$ cat src/rtl/bcd_xs3_codec.sv
// ---------------------------------------------------------------------------
// bcd_xs3_codec
//   Converts a packed word of DIGITS 4-bit digits between BCD and Excess-3.
//   The conversion is serial: one digit per clock, digit 0 first.
//   It is controlled by a three-state FSM (IDLE -> CONV -> DONE).
//
//   MODE = 0 : BCD -> Excess-3.
//              Valid digits are 0..9 and the result is digit + 3.
//   MODE = 1 : Excess-3 -> BCD.
//              Valid digits are 3..12 and the result is digit - 3.
//   An invalid digit produces nibble 4'hF and sets its err_mask bit.
//
// Ports
//   clk       : system clock, all state on the rising edge
//   rst_n     : asynchronous active-low reset
//   in_valid  : in_data holds a word to convert
//   in_ready  : block can accept a word (high only in IDLE)
//   in_data   : packed input digits, digit 0 in bits [3:0]
//   out_valid : out_data / err_mask hold a finished result
//   out_ready : consumer takes the result
//   out_data  : converted word, same packing as in_data
//   err_mask  : bit i set = input digit i was invalid
//   busy      : high while converting (CONV state)
//
// Handshake
//   Both ports use valid/ready. A word is accepted on a rising edge where
//   in_valid & in_ready. A result is transferred on a rising edge where
//   out_valid & out_ready. While out_valid is high, out_data and err_mask
//   hold stable until the transfer edge. There is no bypass: a new word is
//   accepted no earlier than the edge after a transfer.
// ---------------------------------------------------------------------------
module bcd_xs3_codec #(
  parameter int DIGITS = 4,
  parameter int MODE   = 0
) (
  input  logic                  clk,
  input  logic                  rst_n,
  input  logic                  in_valid,
  output logic                  in_ready,
  input  logic [4*DIGITS-1:0]   in_data,
  output logic                  out_valid,
  input  logic                  out_ready,
  output logic [4*DIGITS-1:0]   out_data,
  output logic [DIGITS-1:0]     err_mask,
  output logic                  busy
);

  localparam int CW = $clog2(DIGITS) + 1;
  localparam int W  = 4 * DIGITS;

  typedef enum logic [1:0] {
    S_IDLE = 2'd0,
    S_CONV = 2'd1,
    S_DONE = 2'd2
  } state_t;

  state_t            state;
  logic [CW-1:0]     cnt;
  logic [W-1:0]      word_q;   // input word latched on accept
  logic [W-1:0]      res_q;    // partial result built during CONV
  logic [DIGITS-1:0] err_q;    // partial error mask built during CONV

  logic [3:0]        cur_digit;
  logic [3:0]        cur_res;
  logic              cur_err;
  logic [W-1:0]      res_next;
  logic [DIGITS-1:0] err_next;
  logic              last_digit;

  // Select the digit addressed by the counter.
  always_comb begin
    cur_digit = 4'h0;
    for (int i = 0; i < DIGITS; i++) begin
      if (cnt == CW'(i)) cur_digit = word_q[4*i +: 4];
    end
  end

  // Per-digit conversion. Each nibble is independent: no carry or borrow
  // passes between digits.
  always_comb begin
    cur_res = 4'hF;
    cur_err = 1'b1;
    if (MODE == 0) begin
      if (cur_digit <= 4'd9) begin
        cur_res = cur_digit + 4'd3;
        cur_err = 1'b0;
      end
    end else begin
      if ((cur_digit >= 4'd3) && (cur_digit <= 4'd12)) begin
        cur_res = cur_digit - 4'd3;
        cur_err = 1'b0;
      end
    end
  end

  // Merge the current nibble into the partial result. The merged value is
  // what gets published on the last digit, so out_data is updated exactly
  // once per word. No partial result ever reaches the outputs.
  always_comb begin
    res_next = res_q;
    err_next = err_q;
    for (int i = 0; i < DIGITS; i++) begin
      if (cnt == CW'(i)) begin
        res_next[4*i +: 4] = cur_res;
        err_next[i]        = cur_err;
      end
    end
  end

  assign last_digit = (cnt == CW'(DIGITS - 1));

  always_ff @(posedge clk or negedge rst_n) begin
    if (!rst_n) begin
      state     <= S_IDLE;
      cnt       <= '0;
      word_q    <= '0;
      res_q     <= '0;
      err_q     <= '0;
      out_data  <= '0;
      err_mask  <= '0;
      out_valid <= 1'b0;
    end else begin
      case (state)
        S_IDLE: begin
          if (in_valid) begin
            word_q   <= in_data;
            cnt      <= '0;
            res_q    <= '0;
            err_q    <= '0;
            err_mask <= '0;
            state    <= S_CONV;
          end
        end
        S_CONV: begin
          res_q <= res_next;
          err_q <= err_next;
          if (last_digit) begin
            out_data  <= res_next;
            err_mask  <= err_next;
            out_valid <= 1'b1;
            state     <= S_DONE;
          end else begin
            cnt <= cnt + CW'(1);
          end
        end
        S_DONE: begin
          if (out_ready) begin
            out_valid <= 1'b0;
            state     <= S_IDLE;
          end
        end
        default: begin
          out_valid <= 1'b0;
          state     <= S_IDLE;
        end
      endcase
    end
  end

  assign in_ready = (state == S_IDLE);
  assign busy     = (state == S_CONV);

endmodule

$ cat config.mk
export PLATFORM = sky130hd
export DESIGN_NAME = bcd_xs3_codec
export DESIGN_NICKNAME = d
export VERILOG_FILES = /design/src/rtl/bcd_xs3_codec.sv
export SDC_FILE = /design/constraint.sdc
export NUM_CORES = 1
export LEC_CHECK = 0
export CAP_MARGIN = 15
export CELL_PAD_IN_SITES_DETAIL_PLACEMENT = 1
export CELL_PAD_IN_SITES_GLOBAL_PLACEMENT = 1
export CORE_ASPECT_RATIO = 0.7
export CORE_UTILIZATION = 36
export CTS_CLUSTER_DIAMETER = 80
export DETAILED_ROUTE_END_ITERATION = 7
export PLACE_DENSITY_LB_ADDON = 0.1
export SLEW_MARGIN = 20
export SYNTH_ARGS = -nofsm -noshare
export SYNTH_HDL_FRONTEND = slang
export SYNTH_SLANG_ARGS = --single-unit
$ cat constraint.sdc
create_clock -name clk -period 2.6 [get_ports clk]
set_input_delay 0.78 -clock clk [delete_from_list [all_inputs] [get_ports clk]]
set_output_delay 0.78 -clock clk [all_outputs]
set_load 0.02 [all_outputs]
Yosys cells after proc, flatten, opt, wreduce, memory -nomap -nowiden. Cells that the tools add are included. Widths: inputs -> output; s select.

Register bits after elaboration: 62. Word-level logic and storage cells: 61. Output and inout port bits: 23. Input bits: 20.

Muxes and demuxes: 30. Eq/ne operators: 9. Add/subtract/negate cells: 2. Reduce and logical (&&, ||, !) cells: 10. Order comparisons: 1. Bitwise gates (word level): 1.

Operators with widths (count): $mux 4 (11); $pmux 16 s2 (1); $mux 16 (1); $pmux 4 s2 (2); $reduce_and 3->1 (4); $mux 1 (7); $eq 3x2->1 const B (2); $mux 2 (3); $mux 3 (2); $ne 2x2->1 const B (3); $pmux 2 s3 (1); $pmux 3 s2 (1); $reduce_and 2->1 (3); $add 4x2->4 const B (1); $le 4x4->1 const B (1); $add 3x1->3 const B (1); $eq 3x1->1 const B (1); $logic_not 3->1 (1); $pmux 1 s3 (1); $eq 2x1->1 const B (1); $eq 2x2->1 const B (1); $logic_not 2->1 (1); $ne 2x1->1 const B (1); $reduce_bool 2->1 (1); $not 1->1 (1).

Longest topological paths before layout.
Depth after elaboration: 10. Depth in mapped cells: 13. Depth with buffers taken out: 10.

Worst setup path before layout. Ideal clock, no wire load.

Kind: register -> register. From: register cnt[0]. To: register err_mask[2]. Required time: 2523 ps. Path slack: -114 ps. Cell stages (with the launch flop): 14. Clock period less this slack: 2714 ps. Library setup time: 77 ps. Arrival: 2636 ps. Buffers on the path: 3. Cell sequence: dfrtp_1 -> ha_1 -> ha_1 -> buf_6 -> or2_4 -> a211o_1 -> and2_2 -> buf_6 -> ha_1 -> o21bai_1 -> o22a_2 -> buf_6 -> a21o_1 -> a21oi_1.

Cells in the longest elaborated chain, start to end: 10. Elaborated cells between the ends (all ways): 15. Those cells by class: 1 x order compare; 4 x eq/ne; 8 x mux; 2 x reduce/logical.

Ends and longest elaborated chain: start, declared (RTL line 58) `logic [CW-1:0] cnt;`; start signal, assigned (RTL line 143) `cnt <= cnt + CW'(1);`; $logic_not 3->1 (RTL line 74) `if (cnt == CW'(i)) cur_digit = word_q[4*i +: 4];`; $mux 4 (4 in series) (RTL line 74); $le 4x4->1 (RTL line 84) `if (cur_digit <= 4'd9) begin`; $mux 1 (RTL line 84); $mux 1 (RTL line 103) `if (cnt == CW'(i)) begin`; $mux 4 (RTL line 137) `if (last_digit) begin`; $pmux 4 s2 (RTL line 123) `case (state)`; end signal, assigned (RTL line 139) `err_mask <= err_next;`; end, declared (RTL line 44) `output logic [DIGITS-1:0] err_mask,`.

Parallel ways exist; a longest one is shown, timed or not. The select of a mux whose other input is x is not followed. A chain may end at the register's enable or synchronous reset.

Worst setup path after layout.
From: register cnt[0]. To: register res_q[4].

Cells in the longest elaborated chain, start to end: 9. Elaborated cells between the ends (all ways): 13. Those cells by class: 1 x add/sub; 1 x order compare; 3 x eq/ne; 7 x mux; 1 x reduce/logical.

Ends and longest elaborated chain: $logic_not 3->1 (RTL line 74); $mux 4 (4 in series) (RTL line 74); $add 4x2->4 or $le 4x4->1 (tied branches) (RTL line 85, 84); $mux 4 (RTL line 84); $mux 4 (*) (RTL line 103); $pmux 16 s2 (*) (RTL line 123); end signal, assigned (RTL line 135) `res_q <= res_next;`; end, declared (RTL line 60) `logic [W-1:0] res_q;`.

Mark *: on every way between the ends. The rest lies on a longest branch, timed or not.

==> impl_results.md <==
* NetSw at 2310 uW
* CTS Sinks at 57
* Max-Cap Viols at 0
* TritonCTS clock tree: done
* Switching share of power at between 40 and 50%
* Worst Path Required at roughly 2.9 ns
* Clock skew at 0.009238 ns
* Detailed Place HPWL at 5065 um
* Sequential share of the synthesized area at 53.02%
* Synth area leaders: dfrtp_1 53%, nand2_1 13%, o21ai_0 6.3%
* Final setup vio count at 0
* Fin. Hold Viols at 0
* Port Buffer Count at between 40 and 50
* Max-Slew Margin vs Limit at between 40% and 50%
* H-tree depth at 3
* Gpl congestion at 0.7876
* CTS Hold Bufs at 0
* Max-slew violation count at 0
* Flop-to-flop setup slack at 0.08 ns
* CTS buffer count at 9
* Vias in the first global route at roughly 2300
* Multi-input combinational cell area at between 1000 and 1500 um^2
* Die area at 7828 um^2
* Die Ht at approximately 74 um
* Gate power share at a little over half
* FF-to-FF End: res_q[4]$_DFFE_PN0P_
* PwrDens at 1510 nW/um^2
* Vias at 2240
* Dpl cell area at between 3000 and 4000 um^2
* Initial antenna violation count at 0
* Post-synth EDFFs at 0
* Status: complete, no violations
* Max Clk Rate at around 400 MHz
* Static Leak at around 0.0016 uW
* Setup CP Type: reg -> reg
* Synthesis Warnings at 0
* Site Rows at 25
* Nets at approximately 370
* Commonest cells in the synthesized netlist: 91 x nand2_1, 57 x dfrtp_1, 34 x o21ai_0
* Leading area contributor after synthesis: dfrtp_1
* Placeable Area at between 6000 and 7000 um^2
* Setup crit start kind: register
* Worst Tran Pin Value at approximately 0.75 ns
* Worst setup margin at ~0.084 ns
* Main flop type after synthesis: dfrtp_1
* Seq pwr share at between 20% and 30%
* Syn_nets at 322
* FF+latch area at approximately 1400 um^2
* Wire length per cell at around 17 um
* # diodes at 0
* Yosys cell types at 38
* Worst Hold Class: in -> async
* Reg2reg start: cnt[0]$_DFFE_PN0P_
* First-pass GRT wire length at 12070 um
* Clk_lat worst skew at approximately 0.34 ns
* Clock Pin Slew Worst Setup and Hold Paths at 0.07 ns
* Fraction of layout cells with a size suffix above 1 at between 10% and 20%
* Post-DRT Antenna Nets at 0
* Synth Instances at 296
* DRC Markers at 0
* Mapped Avg Cell Area at 9.088 um^2
* DR pass1 iterations at 4
* Largest net degree at the start of global routing at just under 60
* Post-layout minimum cycle time at between 2 and 3 ns
* Root buffer cell: clkbuf_8
* Int Pwr at 3018 uW
* Chip width at between 100 and 150 um
* I/O pin cnt at 43
* Initial DRC count at 60
* Initial Util at 38.57%
* Total wire length at roughly 7500 um
* Gr usage total at between 20% and 30%
* Syn-to-layout area delta at 31.12%
* Worst VDD drop at about 0.00054 V
* Clock network power share at between 15 and 20%
* Synth Cell Area at about 2700 um^2
* Vias per cell at 5.068
* DP Worst Slack at ~0.028 ns
* CP arrival at between 2 and 3 ns
* Fill cells at 797
* Post-route cell area at 3527 um^2
* Critical-path maximum fanout at 4
* Total gr overflow at 0
* Register-to-Register Path Depth at 10
* Share of Yosys cell area claimed by the top area cell type at 53.02%
* Most frequent cell after synthesis: nand2_1
* Worst hold slack at around 0.42 ns
* #FFs+latches synth at 57
* Fin crit share at between 90 and 100%
* Ys async rst share at between 90% and 100%
* Crit end category: register
* CTS max path bufs at 2
## power by group through the flow
stage	Combinational, uW	Sequential [uW]	Clock, uW
final	2870	1500	959
after floorplan	1620	1610	0
after global routing	3170	1540	1020
after CTS	2660	1500	980
after global placement	2590	1500	0
after detailed placement	2650	1510	0
## cells in the final DEF, fill, tap and decap left out, types with 2 or more instances in the layout
| master | Yosys | layout |
|---|---|---|
| a211oi_4 | 1 | 2 |
| a21o_1 | 4 | 3 |
| a21oi_1 | 17 | 13 |
| a21oi_2 | 0 | 4 |
| a31o_2 | 3 | 3 |
| a32o_1 | 3 | 3 |
| and2_2 | 4 | 3 |
| and2b_1 | 3 | 3 |
| and3_1 | 6 | 6 |
| buf_4 | 0 | 9 |
| bufinv_16 | 0 | 2 |
| clkbuf_8 | 0 | 11 |
| clkdlybuf4s50_1 | 0 | 41 |
| clkinv_2 | 0 | 2 |
| dfrtp_1 | 57 | 57 |
| ha_2 | 0 | 3 |
| ha_4 | 0 | 2 |
| inv_1 | 5 | 5 |
| nand2_1 | 91 | 91 |
| nand3_1 | 3 | 3 |
| nand3b_1 | 3 | 3 |
| nor2_1 | 12 | 12 |
| nor2b_1 | 3 | 3 |
| nor3_1 | 3 | 3 |
| o21ai_0 | 34 | 34 |
| o21ai_1 | 4 | 4 |
## critical path, stage by stage, from the launching register on
cell and delay (ns):
dfrtp_1 0.43, ha_2 0.22, ha_4 0.15, or2_4 0.26, a211o_1 0.27, and2_4 0.19
ha_4 0.17, o21bai_1 0.19, a21oi_2 0.25, nor2_1 0.12, o21ai_0 0.19
## worst max-delay path by stage
| stage | start | endpoint | cells past startpoint |
|---|---|---|---|
| after CTS | cnt[0]$_DFFE_PN0P_ | res_q[4]$_DFFE_PN0P_ | 10 |
| after global routing | cnt[0]$_DFFE_PN0P_ | res_q[4]$_DFFE_PN0P_ | 10 |
| after floorplan | cnt[0]$_DFFE_PN0P_ | err_mask[2]$_DFFE_PN0P_ | 13 |
| final | cnt[0]$_DFFE_PN0P_ | res_q[4]$_DFFE_PN0P_ | 10 |
| after detailed placement | cnt[0]$_DFFE_PN0P_ | res_q[4]$_DFFE_PN0P_ | 10 |
| after global placement | cnt[0]$_DFFE_PN0P_ | err_mask[2]$_DFFE_PN0P_ | 10 |
## cell type report
class / count / share of cell area (%)
clock buffers: 11 / 4.292
clock inverters: 5 / 2.199
inverters: 6 / 0.6385
multi-input cells: 217 / 34.84
flip-flops and latches: 57 / 40.44
well taps: 94 / 3.335
repair buffers: 52 / 14.26
## sequential cells by signal, indices dropped and copies added, names as in the netlist
signal and count:
state 2, out_valid 1, res_q 12, word_q 16, err_q 3, cnt 3, err_mask 4, out_data 16
## metrics by stage
stage	power, uW	utilization (%)	std cells	TNS [ns]
4_1_cts	5145	49.54	439	0
3_3_place_gp	4090	46.26	423	0
2_1_floorplan	3224	-	296	-0.02599
3_5_place_dp	4163	46.26	423	0
6_report	5328	50.57	442	0
5_1_grt	5732	50.57	442	-0.06127
## metal layers
layer,vias up,GRT usage [%],routed length [um]
li1,1090,-,-
met1,1102,30.37,3987
met2,40,30.19,3172
met3,8,5.259,257
met4,0,6.573,82
met5,-,0,0
## repair_timing
| action | 4_1_cts | 5_1_grt |
|---|---|---|
| setup buffers | 0 | 2 |
| hold endpoints to repair | 0 | 0 |
| endpoints found under the setup margin | 0 | 21 |
| resized for setup | 0 | 11 |
## logic make-up after synthesis
logic type | after synthesis | share of synthesized area [%]
AO/OA/AOI/OAI | 74 | 16.88
buffers and inverters | 23 | 4.465
flip-flops | 57 | 53.02
multiplexers | 1 | 0.4186
adder cells (fa/ha/maj) | 6 | 2.791
AND/OR/NAND/NOR | 135 | 22.42
(Power assumes the default switching activity.)
